$ cat src/rtl/wb_initiator_if.sv
// Command/response stream and Wishbone master bus bundle for wb_initiator.
// The master modport is the initiator's view; slave is the view of whatever
// drives commands, consumes responses and responds on the bus.
interface wb_initiator_if #(
  parameter int unsigned ADDR_W = 11,
  parameter int unsigned DATA_W = 32
);
  localparam int unsigned SEL_W = DATA_W / 8;

  // command stream
  logic              cmd_valid_i;
  logic              cmd_ready_o;
  logic [SEL_W-1:0]  cmd_we_i;
  logic [ADDR_W-1:0] cmd_addr_i;
  logic [DATA_W-1:0] cmd_data_i;

  // response stream
  logic              rsp_valid_o;
  logic              rsp_ready_i;
  logic [DATA_W-1:0] rsp_data_o;
  logic              rsp_err_o;
  logic [7:0]        err_count_o;

  // Wishbone pipelined master
  logic              m_cyc_o;
  logic              m_stb_o;
  logic [SEL_W-1:0]  m_we_o;
  logic [ADDR_W-1:0] m_addr_o;
  logic [DATA_W-1:0] m_data_o;
  logic              m_stall_i;
  logic              m_ack_i;
  logic [DATA_W-1:0] m_data_i;

  modport master (
    input  cmd_valid_i, cmd_we_i, cmd_addr_i, cmd_data_i,
    input  rsp_ready_i,
    input  m_stall_i, m_ack_i, m_data_i,
    output cmd_ready_o,
    output rsp_valid_o, rsp_data_o, rsp_err_o, err_count_o,
    output m_cyc_o, m_stb_o, m_we_o, m_addr_o, m_data_o
  );

  modport slave (
    output cmd_valid_i, cmd_we_i, cmd_addr_i, cmd_data_i,
    output rsp_ready_i,
    output m_stall_i, m_ack_i, m_data_i,
    input  cmd_ready_o,
    input  rsp_valid_o, rsp_data_o, rsp_err_o, err_count_o,
    input  m_cyc_o, m_stb_o, m_we_o, m_addr_o, m_data_o
  );
endinterface

$ cat src/rtl/wb_initiator.sv
// Single-outstanding Wishbone pipelined initiator: one command in, one bus
// transaction (bounded by a timeout), one response out.
module wb_initiator #(
  parameter int unsigned ADDR_W  = 11,
  parameter int unsigned DATA_W  = 32,
  parameter int unsigned TIMEOUT = 16   // legal 2..255
) (
  input logic clk,
  input logic RST_N,
  wb_initiator_if.master bus
);
  localparam int unsigned SEL_W = DATA_W / 8;
  localparam logic [7:0] CNT_LAST = 8'(TIMEOUT - 1);

  typedef enum logic [1:0] {IDLE, REQ, WAIT, RESP} state_t;

  state_t            state;
  logic [SEL_W-1:0]  lat_we;
  logic [ADDR_W-1:0] lat_addr;
  logic [DATA_W-1:0] lat_data;
  logic [7:0]        cnt;
  logic [DATA_W-1:0] rsp_data;
  logic              rsp_err;
  logic [7:0]        err_count;
  logic              cmd_ready;
  logic              rsp_valid;
  logic              cyc;
  logic              stb;
  logic [SEL_W-1:0]  we_out;

  logic done_ok;
  logic timed_out;

  // A qualifying ack: accepted-with-ack in REQ, or any ack in WAIT. Ack
  // beats the timeout on the same edge.
  always_comb begin
    done_ok   = ((state == REQ) && !bus.m_stall_i && bus.m_ack_i) ||
                ((state == WAIT) && bus.m_ack_i);
    timed_out = ((state == REQ) || (state == WAIT)) && !done_ok &&
                (cnt == CNT_LAST);
  end

  // Transaction FSM with registered bus and stream outputs.
  always_ff @(posedge clk or negedge RST_N) begin
    if (!RST_N) begin
      state     <= IDLE;
      lat_we    <= '0;
      lat_addr  <= '0;
      lat_data  <= '0;
      cnt       <= '0;
      rsp_data  <= '0;
      rsp_err   <= 1'b0;
      err_count <= '0;
      cmd_ready <= 1'b1;
      rsp_valid <= 1'b0;
      cyc       <= 1'b0;
      stb       <= 1'b0;
      we_out    <= '0;
    end else if (done_ok || timed_out) begin
      cyc       <= 1'b0;
      stb       <= 1'b0;
      we_out    <= '0;
      rsp_valid <= 1'b1;
      state     <= RESP;
      if (done_ok) begin
        rsp_data <= bus.m_data_i;
        rsp_err  <= 1'b0;
      end else begin
        rsp_data <= '0;
        rsp_err  <= 1'b1;
        if (err_count != 8'hFF) err_count <= err_count + 8'd1;
      end
    end else begin
      case (state)
        IDLE: begin
          if (bus.cmd_valid_i) begin
            lat_we    <= bus.cmd_we_i;
            lat_addr  <= bus.cmd_addr_i;
            lat_data  <= bus.cmd_data_i;
            we_out    <= bus.cmd_we_i;
            cnt       <= '0;
            cyc       <= 1'b1;
            stb       <= 1'b1;
            cmd_ready <= 1'b0;
            state     <= REQ;
          end
        end
        REQ: begin
          cnt <= cnt + 8'd1;
          if (!bus.m_stall_i) begin
            stb   <= 1'b0;
            state <= WAIT;
          end
        end
        WAIT: begin
          cnt <= cnt + 8'd1;
        end
        RESP: begin
          if (bus.rsp_ready_i) begin
            rsp_valid <= 1'b0;
            cmd_ready <= 1'b1;
            state     <= IDLE;
          end
        end
        default: state <= IDLE;
      endcase
    end
  end

  assign bus.cmd_ready_o = cmd_ready;
  assign bus.rsp_valid_o = rsp_valid;
  assign bus.rsp_data_o  = rsp_data;
  assign bus.rsp_err_o   = rsp_err;
  assign bus.err_count_o = err_count;
  assign bus.m_cyc_o     = cyc;
  assign bus.m_stb_o     = stb;
  assign bus.m_we_o      = we_out;
  assign bus.m_addr_o    = lat_addr;
  assign bus.m_data_o    = lat_data;

  // Keeps the latched enables meaningful even though the bus copy is cleared.
  logic unused_we;
  assign unused_we = ^lat_we;

endmodule

$ cat src/flat_wrapper.sv
// flat-port wrapper written by rule: the top's interface ports become plain ports
module wb_initiator_flat 
#(
  parameter int unsigned ADDR_W  = 11,
  parameter int unsigned DATA_W  = 32,
  parameter int unsigned TIMEOUT = 16                  
)
  (clk, RST_N, bus_cmd_valid_i, bus_cmd_we_i, bus_cmd_addr_i, bus_cmd_data_i, bus_rsp_ready_i, bus_m_stall_i, bus_m_ack_i, bus_m_data_i, bus_cmd_ready_o, bus_rsp_valid_o, bus_rsp_data_o, bus_rsp_err_o, bus_err_count_o, bus_m_cyc_o, bus_m_stb_o, bus_m_we_o, bus_m_addr_o, bus_m_data_o);
  wb_initiator_if #(.ADDR_W(ADDR_W), .DATA_W(DATA_W)) bus_i ();
  input logic clk;
  input logic RST_N;
  input wire logic [$bits(bus_i.cmd_valid_i)-1:0] bus_cmd_valid_i;
  input wire logic [$bits(bus_i.cmd_we_i)-1:0] bus_cmd_we_i;
  input wire logic [$bits(bus_i.cmd_addr_i)-1:0] bus_cmd_addr_i;
  input wire logic [$bits(bus_i.cmd_data_i)-1:0] bus_cmd_data_i;
  input wire logic [$bits(bus_i.rsp_ready_i)-1:0] bus_rsp_ready_i;
  input wire logic [$bits(bus_i.m_stall_i)-1:0] bus_m_stall_i;
  input wire logic [$bits(bus_i.m_ack_i)-1:0] bus_m_ack_i;
  input wire logic [$bits(bus_i.m_data_i)-1:0] bus_m_data_i;
  output wire logic [$bits(bus_i.cmd_ready_o)-1:0] bus_cmd_ready_o;
  output wire logic [$bits(bus_i.rsp_valid_o)-1:0] bus_rsp_valid_o;
  output wire logic [$bits(bus_i.rsp_data_o)-1:0] bus_rsp_data_o;
  output wire logic [$bits(bus_i.rsp_err_o)-1:0] bus_rsp_err_o;
  output wire logic [$bits(bus_i.err_count_o)-1:0] bus_err_count_o;
  output wire logic [$bits(bus_i.m_cyc_o)-1:0] bus_m_cyc_o;
  output wire logic [$bits(bus_i.m_stb_o)-1:0] bus_m_stb_o;
  output wire logic [$bits(bus_i.m_we_o)-1:0] bus_m_we_o;
  output wire logic [$bits(bus_i.m_addr_o)-1:0] bus_m_addr_o;
  output wire logic [$bits(bus_i.m_data_o)-1:0] bus_m_data_o;
  assign bus_i.cmd_valid_i = bus_cmd_valid_i;
  assign bus_i.cmd_we_i = bus_cmd_we_i;
  assign bus_i.cmd_addr_i = bus_cmd_addr_i;
  assign bus_i.cmd_data_i = bus_cmd_data_i;
  assign bus_i.rsp_ready_i = bus_rsp_ready_i;
  assign bus_i.m_stall_i = bus_m_stall_i;
  assign bus_i.m_ack_i = bus_m_ack_i;
  assign bus_i.m_data_i = bus_m_data_i;
  assign bus_cmd_ready_o = bus_i.cmd_ready_o;
  assign bus_rsp_valid_o = bus_i.rsp_valid_o;
  assign bus_rsp_data_o = bus_i.rsp_data_o;
  assign bus_rsp_err_o = bus_i.rsp_err_o;
  assign bus_err_count_o = bus_i.err_count_o;
  assign bus_m_cyc_o = bus_i.m_cyc_o;
  assign bus_m_stb_o = bus_i.m_stb_o;
  assign bus_m_we_o = bus_i.m_we_o;
  assign bus_m_addr_o = bus_i.m_addr_o;
  assign bus_m_data_o = bus_i.m_data_o;
  wb_initiator #(.ADDR_W(ADDR_W), .DATA_W(DATA_W), .TIMEOUT(TIMEOUT)) u_core (.clk(clk), .RST_N(RST_N), .bus(bus_i));
endmodule
$ cat config.mk
export PLATFORM = sky130hd
export DESIGN_NAME = wb_initiator_flat
export DESIGN_NICKNAME = d
export VERILOG_FILES = /design/src/rtl/wb_initiator_if.sv /design/src/rtl/wb_initiator.sv /design/src/flat_wrapper.sv
export SDC_FILE = /design/constraint.sdc
export NUM_CORES = 1
export LEC_CHECK = 0
export ABC_AREA = 1
export BUFFER_PORTS_ARGS = -buffer_cell sky130_fd_sc_hd__buf_4
export CAP_MARGIN = 20
export CELL_PAD_IN_SITES_DETAIL_PLACEMENT = 1
export CELL_PAD_IN_SITES_GLOBAL_PLACEMENT = 2
export CORE_MARGIN = 3
export CORE_UTILIZATION = 30
export CTS_BUF_LIST = sky130_fd_sc_hd__clkbuf_4
export DETAILED_ROUTE_END_ITERATION = 10
export GPL_ROUTABILITY_DRIVEN = 0
export GPL_TIMING_DRIVEN = 1
export PLACE_DENSITY_LB_ADDON = 0.1
export SETUP_SLACK_MARGIN = 0.2
export SYNTH_ARGS = -nofsm -noshare
export SYNTH_HDL_FRONTEND = slang
export SYNTH_SLANG_ARGS = --single-unit
$ cat constraint.sdc
create_clock -name clk -period 3.2 [get_ports clk]
set_clock_uncertainty 0.05 [all_clocks]
set_input_delay 0.48 -clock clk [delete_from_list [all_inputs] [get_ports clk]]
set_output_delay 0.48 -clock clk [all_outputs]
set_load 0.1 [all_outputs]
==> summary.txt, run 1 <==
status - finished clean
most common cell after layout, fill and taps aside - nand2_1
placed insts - 868
CTS Buffer Depth - 2
fill cell count - 1,731
min cycle time layout - 2.679 ns
Pre-antenna DRT Iters - 4
period utilization - 83.70%
largest net degree at the start of global routing - 56
CP endpoint kind - flop
hold slack final - 0.1473 ns
first-pass GRT wire length - 21,490 um
Setup WS pre-CTS - -0.3410 ns
nets@finish - 793
FP Rows - 43
synthesized instance count - 523
Avg Inst Size Synth - 8.309 um^2
share of cells above drive strength 1 - 29.42%
Layout Cells excl Fill - 888
Sink Count - 102
number of global-route vias before repair - 4,122
Initial Util - 30.95%
PnR worst setup slack - 0.5215 ns
H-tree depth - 3
initial antenna violation count - 1
Die W - 126.4 um
CP Max Fanout - 43
CP Class - reg -> reg
chip height - 126.4 um
CTS clk-pin slew, worst paths - 0.17 ns
Critical Path RT - 3.53 ns
commonest cells after routing, fill and taps aside - nand2_1, buf_4, dfrtp_1
Seq cells post-synth - 102
fmax - 373.3 MHz
RSZ-0062 raised after global routing - false
Hold Violations, Final - 0
Area Overhead vs Synth - 37.78%
Clock Latency Late Sink - 0.46 ns
max-cap violations - 0
Worst path most repeated cell - nand2_1
area of the core - 0.01404 mm^2
final core utilization - 42.64%
IO Count - 177
DRC Markers - 0
CTS tree - yes
Die Area - 0.01596 mm^2
grt total ovfl - 0
part of the Yosys area used for sequential elements - 58.77%
Synth Cell Area - 0.004345 mm^2
DRT antenna net count - 0
HP Class - in -> reg
Initial DRC Count - 189
GRT Total Usage - 16.98%
Max stage delay on crit path - 0.56 ns
Port Buffers - 176
critical path launch point type - flop
Crit-path slowest cell - nor2_4
Worst EP arrival - 3.01 ns
DR WL/cell - 14.85 um
post-DR vias/cell - 4.430
Final setup viols - 0
total routed wirelength - 13,190 um
Final Slew Violations - 0
synthesized net count - 614
Post-CTS Setup Inserts - 0
crit-path cells - inv_1, ha_1, nand2_1, nor2_1, nand2_2, nand2_4, nor2_4, clkinv_4, nand2_1, nand2_1
Root Driver - clkbuf_4
routed vias - 3,934
YS warnings - 0
CTS Buf Count - 9
Yosys cell types - 31
slew margin rel. - 49.08%
post-DP HPWL - 9397 um
Worst Tran Pin Value - 0.7638 ns
## through the flow
stage | TNS (ns) | instance area, um^2
final | 0 | 5987
after global placement | -4.170 | 5828
after detailed placement | -11.77 | 5828
after global routing | 0 | 5987
after floorplan | 0 | 4345
after CTS | 0 | 5959
## final cells by class
| class | count | area (um^2) | area share (%) |
|---|---|---|---|
| diodes | 1 | 2.502 | 0.04180 |
| flip-flops and latches | 102 | 2554 | 42.65 |
| multi-input cells | 389 | 1635 | 27.31 |
| clock buffers | 10 | 75.07 | 1.254 |
| repair buffers | 182 | 1376 | 22.99 |
| inverters | 18 | 72.57 | 1.212 |
| clock inverters | 6 | 46.29 | 0.7732 |
| well taps | 180 | 225.2 | 3.762 |
## timing repair
item	in CTS	in global routing
resized for setup	1	0
setup endpoints to repair	43	0
endpoints found under the hold margin	0	1
hold buffers	0	1
## flip-flops by register name, summed over array words and instances, names as in the netlist
name	flops
u_core.bus.m_data_o	32
u_core.bus.m_we_o	4
u_core.bus.cmd_ready_o	1
u_core.cnt	8
u_core.bus.m_stb_o	1
u_core.bus.rsp_data_o	32
u_core.bus.err_count_o	8
u_core.bus.m_cyc_o	1
u_core.bus.rsp_valid_o	1
u_core.state	2
u_core.bus.m_addr_o	11
u_core.bus.rsp_err_o	1
## path summary, 6_finish.rpt
kind | from | to | slack, ns | depth (start not counted)
max reg2reg | u_core.state[0]$_DFFE_PN0P_ | u_core.bus.m_data_o[0]$_DFFE_PN0P_ | 0.52 | 10
max | u_core.state[0]$_DFFE_PN0P_ | u_core.bus.m_data_o[0]$_DFFE_PN0P_ | 0.52 | 10
max in group asynchronous | RST_N | u_core.bus.m_data_o[27]$_DFFE_PN0P_ | 1.65 | 3
min in group asynchronous | RST_N | u_core.bus.m_addr_o[7]$_DFFE_PN0P_ | 0.53 | 2
min | bus_cmd_data_i[14] | u_core.bus.m_data_o[14]$_DFFE_PN0P_ | 0.15 | 3
min reg2reg | u_core.bus.cmd_ready_o$_DFFE_PN1P_ | u_core.bus.cmd_ready_o$_DFFE_PN1P_ | 0.44 | 2
## synthesized netlist by cell type
master	n	share of area, %
a21oi_2	1	0.20
o21bai_1	1	0.17
nand2_4	1	0.26
inv_2	2	0.17
nor2_4	1	0.26
inv_1	15	1.3
ha_1	6	1.7
dfrtp_1	101	58
clkbuf_1	3	0.26
nand3_2	1	0.23
nor2_2	1	0.14
and3_1	2	0.29
buf_2	6	0.69
xnor2_1	2	0.40
nor2_1	22	1.9
xor2_1	4	0.81
nand2_2	2	0.29
o21ai_0	2	0.23
o211ai_1	1	0.17
buf_4	2	0.35
nand3_1	7	0.81
nand4_1	2	0.29
nor3b_1	2	0.35
nor3_1	2	0.23
dfstp_2	1	0.60
clkinv_2	1	0.12
nand2_1	324	28
a21oi_1	2	0.23
o21a_1	1	0.17
buf_6	4	1.0
nand3b_1	1	0.17
## cells by family after synthesis
| family | after synthesis | share of synthesized area [%] |
|---|---|---|
| AOI/OAI and AO/OA | 8 | 1.181 |
| adders and majority gates | 6 | 1.728 |
| DFF | 102 | 58.77 |
| xor gates and xnor gates | 6 | 1.209 |
| and+or+nand+nor | 368 | 33.20 |
| buffers and inverters | 33 | 3.916 |
## routing by layer
layer,vias to the layer above,routed length [um],global-route usage (%)
met5,-,0,0
met4,0,110,3.407
met3,8,766,5.179
met2,112,6410,28.21
met1,1870,5903,22.07
li1,1944,-,-
## critical path, delay by kind of cell (launching register included)
| kind | cells | cell delay, ns |
|---|---|---|
| buffers and inverters | 2 | 0.55 |
| adders and majority gates | 1 | 0.34 |
| DFF | 1 | 0.42 |
| and+or+nand+nor | 7 | 1.23 |
Power of run 1 is not shown: default switching activity piles up to over one toggle a cycle in this logic, so the estimate is an artifact.
==> run 2: changes to the inputs <==
--- a/config.mk
+++ b/config.mk
@@ -5,13 +5,13 @@
 export SDC_FILE = /design/constraint.sdc
 export NUM_CORES = 1
 export LEC_CHECK = 0
-export ABC_AREA = 1
+export ABC_AREA = 0
 export BUFFER_PORTS_ARGS = -buffer_cell sky130_fd_sc_hd__buf_4
 export CAP_MARGIN = 20
 export CELL_PAD_IN_SITES_DETAIL_PLACEMENT = 1
 export CELL_PAD_IN_SITES_GLOBAL_PLACEMENT = 2
 export CORE_MARGIN = 3
-export CORE_UTILIZATION = 30
+export CORE_UTILIZATION = 31
 export CTS_BUF_LIST = sky130_fd_sc_hd__clkbuf_4
 export DETAILED_ROUTE_END_ITERATION = 10
 export GPL_ROUTABILITY_DRIVEN = 0
==> constraint.sdc (replaced) <==
create_clock -name clk -period 2.7 [get_ports clk]
set_clock_uncertainty 0.05 [all_clocks]
set_input_delay 0.405 -clock clk [delete_from_list [all_inputs] [get_ports clk]]
set_output_delay 0.405 -clock clk [all_outputs]
set_load 0.1 [all_outputs]
==> run 2 against run 1 <==
Net effect: sequential cell count stayed put; global-route usage is 0.79 points lower; hold slack worse by 0.054 ns; die area is 5.6% lower; critical path depth is 3 lower; first-iteration DRC count is 38% lower.
==> summary.txt, run 2 <==
status - finished clean
Initial DRC Count - 118
synthesized net count - 406
max layer used - met4
top_reg_cell synth - dfrtp_1
fmax - 417.4 MHz
R2R depth - 7
Critical Path RT - 3.02 ns
Initial Util - 31.80%
Synth Cell Area - 0.004228 mm^2
CP Depth - 7
M1 WL - 4856 um
fill cell count - 1,425
Port Buffers - 176
crit-path cells - inv_1, ha_1, nand2b_1, or4_4, nand3_4, clkbuf_16, mux2_2
largest area contributor in the netlist - dfrtp_1
post-DP HPWL - 8426 um
CTS Buf Count - 9
most common cell after layout, fill and taps aside - buf_4
Root Driver - clkbuf_4
Area contributors post-synth - dfrtp_1, mux2_2, a22o_1, nand2_1, ha_1
Max stage delay on crit path - 0.61 ns
Worst Hold Depth - 2
Final setup viols - 0
Crit path buffers/inverters - 2
initial antenna violation count - 1
Worst Tran Pin Value - 0.9101 ns
footprint of the multi-input gates - 0.001598 mm^2
Crit-path slowest cell - or4_4
critical path launch point type - flop
Final Slew Violations - 0
CP Class - reg -> reg
asr flop ratio synth - 100.0%
DRC Markers - 0
first-pass GRT wire length - 18,860 um
CTS Buffer Depth - 2
Hold Violations, Final - 0
CP Max Fanout - 18
nets@finish - 591
post-DR vias/cell - 4.846
met3 WL post-DR - 1103 um
IO Count - 177
setup_tns - 0 ns
part of the Yosys area used for sequential elements - 60.40%
commonest cells after routing, fill and taps aside - buf_4, dfrtp_1, mux2_2
total routed wirelength - 11,850 um
chip height - 122.8 um
EDFF count, synth - 0
number of global-route vias before repair - 3,605
Avg Inst Size Synth - 13.42 um^2
CTS clk-pin slew, worst paths - 0.16 ns
RSZ-0062 raised after global routing - false
slew margin rel. - 39.26%
period utilization - 88.73%
GRT Total Usage - 16.18%
largest net degree at the start of global routing - 54
YS warnings - 0
Die Area - 0.01507 mm^2
critical path's top delay family - simple AND/OR/NAND/NOR gates
FP Rows - 42
share of cells above drive strength 1 - 51.39%
Area Overhead vs Synth - 40.93%
share of the synthesized area in the top cell type - 59.78%
most common cell in the synthesized netlist - dfrtp_1
Clock Latency Late Sink - 0.46 ns
min cycle time layout - 2.396 ns
Yosys cell types - 51
Seq cells post-synth - 102
HP Class - in -> reg
Worst EP arrival - 2.71 ns
CP endpoint kind - flop
DR WL/cell - 17.40 um
grt total ovfl - 0
Reg area - 0.002554 mm^2
max-cap violations - 0
area of the core - 0.01330 mm^2
synthesized instance count - 315
H-tree depth - 3
routed wl met2 - 5729 um
routed vias - 3,300
Post-synth top cells - dfrtp_1, mux2_2, a22o_1
Die W - 122.8 um
Sink Count - 102
CTS tree - yes
Pre-antenna DRT Iters - 5
DRT antenna net count - 0
==> run 2: cell types whose count changed after synthesis, sizes merged, moves of 3 or more <==
| cell | previous run | this run |
|---|---|---|
| mux2i | 0 | 3 |
| clkbuf | 3 | 6 |
| nand4 | 2 | 5 |
| buf | 12 | 9 |
| nor4 | 0 | 7 |
| mux2 | 0 | 45 |
| nand2 | 327 | 24 |
| a22o | 0 | 32 |
| nor3 | 2 | 5 |
| nor2b | 0 | 3 |
| nor2 | 24 | 11 |
| inv | 17 | 6 |
==> run 2: final timing paths <==
kind                                                start                                    end  slack [ns]
max                           u_core.state[0]$_DFFE_PN0P_     u_core.bus.m_addr_o[7]$_DFFE_PN0P_        0.30
min                                       bus_m_data_i[8]   u_core.bus.rsp_data_o[8]$_DFFE_PN0P_        0.09
max reg2reg                   u_core.state[0]$_DFFE_PN0P_     u_core.bus.m_addr_o[7]$_DFFE_PN0P_        0.30
min reg2reg                u_core.bus.m_cyc_o$_DFFE_PN0P_         u_core.bus.m_cyc_o$_DFFE_PN0P_        0.46
max in group asynchronous                           RST_N     u_core.bus.cmd_ready_o$_DFFE_PN1P_        1.40
min in group asynchronous                           RST_N  u_core.bus.rsp_data_o[24]$_DFFE_PN0P_        0.45
==> run 2: layer usage <==
layer	track usage, %	vias up
met2	26.14	115
met4	4.619	0
met3	7.650	9
met1	19.28	1647
met5	0	-
li1	-	1529
==> run 2: cell families after synthesis <==
family | count (synthesis) | synth area share, %
flip-flops | 102 | 60.40
AND/OR/NAND/NOR | 76 | 10.68
AO/OA/AOI/OAI | 56 | 10.74
multiplexers | 48 | 12.70
buffers and inverters | 21 | 2.456
XOR/XNOR | 6 | 1.243
adder cells (fa/ha/maj) | 6 | 1.776
==> run 2: repair_timing <==
action,4_1_cts,5_1_grt
pin swaps,1,1
setup buffers,0,1
endpoints found under the setup margin,38,38
gates resized for setup,1,1
hold buffers,1,0
cloned,1,1
endpoints found under the hold margin,49,0
==> run 2: layout make-up <==
| class | count | share of cell area [%] |
|---|---|---|
| clock inverter | 6 | 0.6300 |
| clock buffer | 9 | 1.134 |
| timing repair buffer | 188 | 24.44 |
| sequential | 102 | 42.86 |
| tap | 176 | 3.696 |
| inverter | 6 | 0.3780 |
| multi-input combinational | 193 | 26.82 |
| antenna | 1 | 0.04200 |
==> run 2: stage by stage <==
stage	area, um^2	hold WS, ns	cells	worst slack, ns	utilization [%]
2_1_floorplan	4228	0.05941	315	0.4109	-
3_3_place_gp	5789	0.4317	661	0.2211	43.54
3_5_place_dp	5789	0.4330	661	0.1625	43.54
4_1_cts	5918	0.04404	678	0.2080	44.51
5_1_grt	5958	0.02952	681	0.2005	44.81
6_report	5958	0.09282	681	0.3044	44.81
Power of run 2 is left out for the same reason.
